$ cat config.mk
export PLATFORM = sky130hd
export DESIGN_NAME = sar_search_controller_flat
export DESIGN_NICKNAME = d
export VERILOG_FILES = /design/src/rtl/sar_search_controller_if.sv /design/src/rtl/sar_search_controller.sv /design/src/flat_wrapper.sv
export SDC_FILE = /design/constraint.sdc
export NUM_CORES = 1
export LEC_CHECK = 0
export ABC_AREA = 1
export CAP_MARGIN = 20
export CORE_ASPECT_RATIO = 1.1
export CORE_MARGIN = 2
export CORE_UTILIZATION = 52
export CTS_CLUSTER_SIZE = 12
export DETAILED_ROUTE_END_ITERATION = 12
export PLACE_DENSITY = 0.82
export SLEW_MARGIN = 30
export SYNTH_ARGS = -nofsm -noshare
export SYNTH_HDL_FRONTEND = slang
export SYNTH_SLANG_ARGS = --single-unit
$ cat constraint.sdc
create_clock -name clk -period 3.4 [get_ports clk]
set_clock_uncertainty 0.1 [all_clocks]
set_input_delay 0.68 -clock clk [delete_from_list [all_inputs] [get_ports clk]]
set_output_delay 0.68 -clock clk [all_outputs]
set_load 0.1 [all_outputs]
$ cat src/rtl/sar_search_controller_if.sv
// Bundles the SAR controller's request/result signals and the comparator link
// into one port group; the controller takes the master side.
interface sar_search_controller_if #(
    parameter int N = 3
);
    // start is a level request sampled only while the controller is idle;
    // done is a single-cycle pulse marking result/err valid, which stay held
    // until the next accepted start. There is no ready/back-pressure path.
    logic       start;
    logic [N:0] trial;
    logic       cmp_gt;
    logic       cmp_lt;
    logic       cmp_eq;
    logic       busy;
    logic       done;
    logic [N:0] result;
    logic       err;

    modport master (
        input  start, cmp_gt, cmp_lt, cmp_eq,
        output trial, busy, done, result, err
    );

    modport slave (
        output start, cmp_gt, cmp_lt, cmp_eq,
        input  trial, busy, done, result, err
    );
endinterface

$ cat src/rtl/sar_search_controller.sv
// Successive-approximation controller: drives trial values into a magnitude
// comparator and resolves the unknown MSB-first, reporting it with a done pulse.
module sar_search_controller #(
    parameter int N       = 3,
    parameter int CMP_LAT = 0
) (
    input  logic                          clk,
    input  logic                          rst,
    sar_search_controller_if.master       bus,
    output logic [1:0]                    state_o
);

    localparam int KW = (N > 0) ? $clog2(N + 1) : 1;
    localparam int CW = (CMP_LAT > 0) ? $clog2(CMP_LAT + 1) : 1;
    localparam logic [KW-1:0] K_TOP     = KW'(N);
    localparam logic [CW-1:0] WAIT_INIT = CW'(CMP_LAT);
    localparam logic [N:0]    ONE       = (N + 1)'(1);

    typedef enum logic [1:0] {
        S_IDLE = 2'd0,
        S_TEST = 2'd1,
        S_DONE = 2'd2
    } state_e;

    state_e        state_q, state_d;
    logic [N:0]    trial_q, trial_d;
    logic [N:0]    result_q, result_d;
    logic          busy_q, busy_d;
    logic          done_q, done_d;
    logic          err_q, err_d;
    logic [KW-1:0] k_q, k_d;
    logic [CW-1:0] wait_q, wait_d;

    logic [N:0]    bit_k;
    logic [N:0]    decided;
    logic          one_hot;

    always_ff @(posedge clk or posedge rst) begin
        if (rst) begin
            state_q  <= S_IDLE;
            trial_q  <= '0;
            result_q <= '0;
            busy_q   <= 1'b0;
            done_q   <= 1'b0;
            err_q    <= 1'b0;
            k_q      <= K_TOP;
            wait_q   <= '0;
        end else begin
            state_q  <= state_d;
            trial_q  <= trial_d;
            result_q <= result_d;
            busy_q   <= busy_d;
            done_q   <= done_d;
            err_q    <= err_d;
            k_q      <= k_d;
            wait_q   <= wait_d;
        end
    end

    always_comb begin
        state_d  = state_q;
        trial_d  = trial_q;
        result_d = result_q;
        busy_d   = busy_q;
        done_d   = 1'b0;
        err_d    = err_q;
        k_d      = k_q;
        wait_d   = wait_q;

        bit_k   = ONE << k_q;
        // XOR is true for one or three flags set; the AND term rejects three.
        one_hot = (bus.cmp_gt ^ bus.cmp_lt ^ bus.cmp_eq)
                & ~(bus.cmp_gt & bus.cmp_lt & bus.cmp_eq);
        decided = bus.cmp_gt ? trial_q : (trial_q & ~bit_k);

        case (state_q)
            S_IDLE: begin
                if (bus.start) begin
                    state_d = S_TEST;
                    k_d     = K_TOP;
                    trial_d = ONE << N;
                    busy_d  = 1'b1;
                    err_d   = 1'b0;
                    wait_d  = WAIT_INIT;
                end
            end
            S_TEST: begin
                if (wait_q != '0) begin
                    wait_d = wait_q - 1'b1;
                end else if (!one_hot || bus.cmp_eq || (k_q == '0)) begin
                    state_d = S_DONE;
                    busy_d  = 1'b0;
                    done_d  = 1'b1;
                    if (!one_hot) begin
                        err_d    = 1'b1;
                        result_d = trial_q & ~bit_k;
                    end else if (bus.cmp_eq) begin
                        result_d = trial_q;
                    end else begin
                        result_d = decided;
                    end
                end else begin
                    k_d     = k_q - 1'b1;
                    trial_d = decided | (bit_k >> 1);
                    wait_d  = WAIT_INIT;
                end
            end
            S_DONE: begin
                state_d = S_IDLE;
            end
            default: begin
                state_d = S_IDLE;
            end
        endcase
    end

    assign bus.trial  = trial_q;
    assign bus.result = result_q;
    assign bus.busy   = busy_q;
    assign bus.done   = done_q;
    assign bus.err    = err_q;
    assign state_o    = state_q;

endmodule

$ cat src/flat_wrapper.sv
// flat-port wrapper written by rule: the top's interface ports become plain ports
module sar_search_controller_flat 
#(
    parameter int N       = 3,
    parameter int CMP_LAT = 0
)
  (clk, rst, state_o, bus_start, bus_cmp_gt, bus_cmp_lt, bus_cmp_eq, bus_trial, bus_busy, bus_done, bus_result, bus_err);
  sar_search_controller_if #(.N(N)) bus_i ();
  input  logic clk;
  input  logic rst;
  output logic [1:0] state_o;
  input wire logic [$bits(bus_i.start)-1:0] bus_start;
  input wire logic [$bits(bus_i.cmp_gt)-1:0] bus_cmp_gt;
  input wire logic [$bits(bus_i.cmp_lt)-1:0] bus_cmp_lt;
  input wire logic [$bits(bus_i.cmp_eq)-1:0] bus_cmp_eq;
  output wire logic [$bits(bus_i.trial)-1:0] bus_trial;
  output wire logic [$bits(bus_i.busy)-1:0] bus_busy;
  output wire logic [$bits(bus_i.done)-1:0] bus_done;
  output wire logic [$bits(bus_i.result)-1:0] bus_result;
  output wire logic [$bits(bus_i.err)-1:0] bus_err;
  assign bus_i.start = bus_start;
  assign bus_i.cmp_gt = bus_cmp_gt;
  assign bus_i.cmp_lt = bus_cmp_lt;
  assign bus_i.cmp_eq = bus_cmp_eq;
  assign bus_trial = bus_i.trial;
  assign bus_busy = bus_i.busy;
  assign bus_done = bus_i.done;
  assign bus_result = bus_i.result;
  assign bus_err = bus_i.err;
  sar_search_controller #(.N(N), .CMP_LAT(CMP_LAT)) u_core (.clk(clk), .rst(rst), .bus(bus_i), .state_o(state_o));
endmodule
==> flow_metrics.py <==
metrics = {
    "synthesis": {
        "synth_edf_count": 0,
        "syn_area_um2": 867,
        "async_reset_ff_share_pct": 100,
        "synth_cell_type_count": 19,
        "yosys.area.top_type_share_pct": 37.5,
        "yosys.area.top_type": "dfrtp_1",
        "synth_nets": 113,
        "ys_seq_elements": 15,
        "syn_avg_cell_area_um2": 8.58,
        "synth.top_cells.by_count": "nand2_1 (33), dfrtp_1 (13), inv_1 (11)",
        "synth-seq-area-share_pct": 43.6,
        "yosysWarningCount": 0,
        "synthCells": 101,
        "ys.flop_type": "dfrtp_1",
        "yosysMostFrequentCell": "nand2_1",
        "synthTopCellsByArea": "dfrtp_1 (38%), nand2_1 (14%), ha_1 (8.7%)",
    },
    "cts": {
        "cts_tree": "built",
        "cts_buffers": 3,
        "post_cts_buffers": 0,
        "clk_latency_ns": 0.29,
        "htreeDepth": 1,
        "clock_sinks": 15,
        "holdBufCountCts": 0,
        "cts_resized": 0,
        "clock-root-buffer": "clkbuf_4",
        "cts_max_path_buffers": 2,
        "path_clk_slew_ns": 0.08,
    },
    "die": {
        "core_area_mm2": 0.00156,
        "ios": 19,
        "die_h_um": 46.8,
        "start_util_pct": 55.7,
        "chipWidth_um": 42.9,
        "die-area_mm2": 0.00201,
        "num_rows": 15,
    },
    "placed_design": {
        "gp_congestion": 0.776,
        "dp.final_hpwl_um": 1290,
        "port_buffers": 18,
    },
    "worst_setup_path": {
        "regToRegStartpoint": "u_core.k_q[0]$_DFFE_PP1P_",
        "crit_chain": "clkdlybuf4s50_1 > ha_1 > ha_1 > inv_2 > nor2_4 > nand2_4 > nand2_8 > nand3_2 > nand2_1",
        "arrival_ns": 2.17,
        "critPathMostFrequentCell": "ha_1",
        "crit_path_max_fanout": 7,
        "path_buf_inv": 2,
        "cp_slowest_cell": "clkdlybuf4s50_1",
        "critical_path_class": "in2reg",
        "critPathLaunchType": "input port",
        "crit_start": "bus_cmp_gt",
        "crit_path_max_incr_delay_ns": 0.44,
        "crit_family": "buffers and inverters",
        "setup.worst_path.end_class": "flop",
        "cp.required_ns": 3.53,
    },
    "grt": {
        "overflow": 0,
        "track_usage_pct": 19.5,
        "grt_first_pass_wirelength_um": 2770,
        "grt_max_degree": 16,
        "grt_pass1_vias": 628,
        "grt_antenna_before_repair": 0,
    },
    "timing": {
        "worstMarginPinSlew_ns": 0.566,
        "post-route-period-util_pct": 60.1,
        "setup_viol": 0,
        "fin_setup_tns_ns": 0,
        "rsz0062_at_grt": "false",
        "relSlewSlack_pct": 62.2,
        "fmax_ghz": 0.489,
        "final-hold-violation-count": 0,
        "slew_viol_final": 0,
        "fin_crit_ns": 2.04,
    },
    "route": {
        "drcViolationCount": 0,
        "via_per_inst": 4.88,
        "vias": 683,
        "detail_route.wl_per_cell_um": 12.1,
        "drt-total-wl_um": 1700,
        "ant_nets": 0,
        "firstDrtPassIters": 4,
        "drt_iter0_markers": 30,
    },
    "final_layout": {
        "nNetsFinal": 136,
        "fillers": 134,
        "antenna_cells": 0,
        "layout-drive-gt1-share_pct": 32.5,
        "syn_to_final_growth_pct": 22.5,
    },
    "flow_run": {
        "maxCapViolations": 0,
    },
    "hold_path": {
        "hp-start": "u_core.bus.busy$_DFFE_PP0P_",
        "hp-class": "reg2reg",
    },
    "run_status": {
        "status": "complete, no violations",
    },
}
## state kept, by name, indices dropped and copies added, names as in the netlist
signal,flops
u_core.state_o,2
u_core.bus.trial,4
u_core.bus.busy,1
u_core.k_q,2
u_core.bus.result,4
u_core.bus.done,1
u_core.bus.err,1
## per-layer routing
layer | up-vias | share of wire, % | track usage (%)
li1 | 348 | - | -
met1 | 304 | 42 | 22.0
met2 | 26 | 48 | 34.5
met3 | 5 | 6.1 | 3.46
met4 | 0 | 2.8 | 12.7
met5 | - | 0 | 0
## tightest hold or removal path, cell delays in order, from the launching register on
cell and delay (ns):
dfrtp_1 0.35, nand2_1 0.05, nand2_1 0.04
## metrics by stage
step	setup slack, ns	instances	instance area (um^2)	util, %	hold WS, ns
finish	1.36	140	1060	68.2	0.379
global route	1.33	140	1060	68.2	0.407
global placement	1.14	136	1040	66.5	0.358
CTS	1.37	140	1060	68.2	0.385
floorplan	1.60	101	867	-	0.410
detailed placement	1.08	136	1040	66.5	0.362
## worst paths after layout
path                                                   endpoint  slack, ns  cells after the start
worst min-delay path                u_core.bus.busy$_DFFE_PP0P_       0.38                      2
worst max register to register  u_core.bus.trial[2]$_DFFE_PP0P_       1.77                      7
worst min register to register      u_core.bus.busy$_DFFE_PP0P_       0.38                      2
max in group asynchronous             u_core.k_q[0]$_DFFE_PP1P_       2.18                      2
worst max-delay path            u_core.bus.trial[2]$_DFFE_PP0P_       1.36                      9
min in group asynchronous             u_core.bus.done$_DFF_PP0_       0.63                      2
## cell type report
class | count | area [um^2] | share of cell area [%]
repair buffers | 18 | 148 | 13.9
well taps | 17 | 21.3 | 2.00
clock buffers | 4 | 26.3 | 2.47
inverters | 18 | 67.6 | 6.36
multi-input cells | 68 | 422 | 39.7
flip-flops and latches | 15 | 378 | 35.6
## cell families after synthesis
kind of cell             after synthesis  synth area share (%)
AND/OR/NAND/NOR                       57                  36.2
buffers and inverters                 18                  7.79
flip-flops                            15                  43.6
adder cells (fa/ha/maj)                6                  8.66
AO/OA/AOI/OAI                          5                  3.75
## cell usage in the layout, fill, tap and decap left out
| master | count |
|---|---|
| buf_4 | 13 |
| clkbuf_4 | 3 |
| nor2_8 | 1 |
| nand2_1 | 33 |
| a21oi_1 | 2 |
| nor2_4 | 1 |
| nand3_2 | 2 |
| nor2_1 | 6 |
| o21ai_1 | 1 |
| o21ai_2 | 2 |
| ha_1 | 6 |
| nand2_2 | 2 |
| clkdlybuf4s50_1 | 5 |
| inv_1 | 11 |
| nand3_4 | 1 |
| inv_2 | 7 |
| dfstp_2 | 2 |
| dfrtp_1 | 13 |
| nor2_2 | 3 |
| nand2_8 | 1 |
| nand3_1 | 5 |
| nand2_4 | 2 |
| clkbuf_1 | 1 |
Power is not shown: default switching activity piles up to over one toggle a cycle in this logic, so the estimate is an artifact.
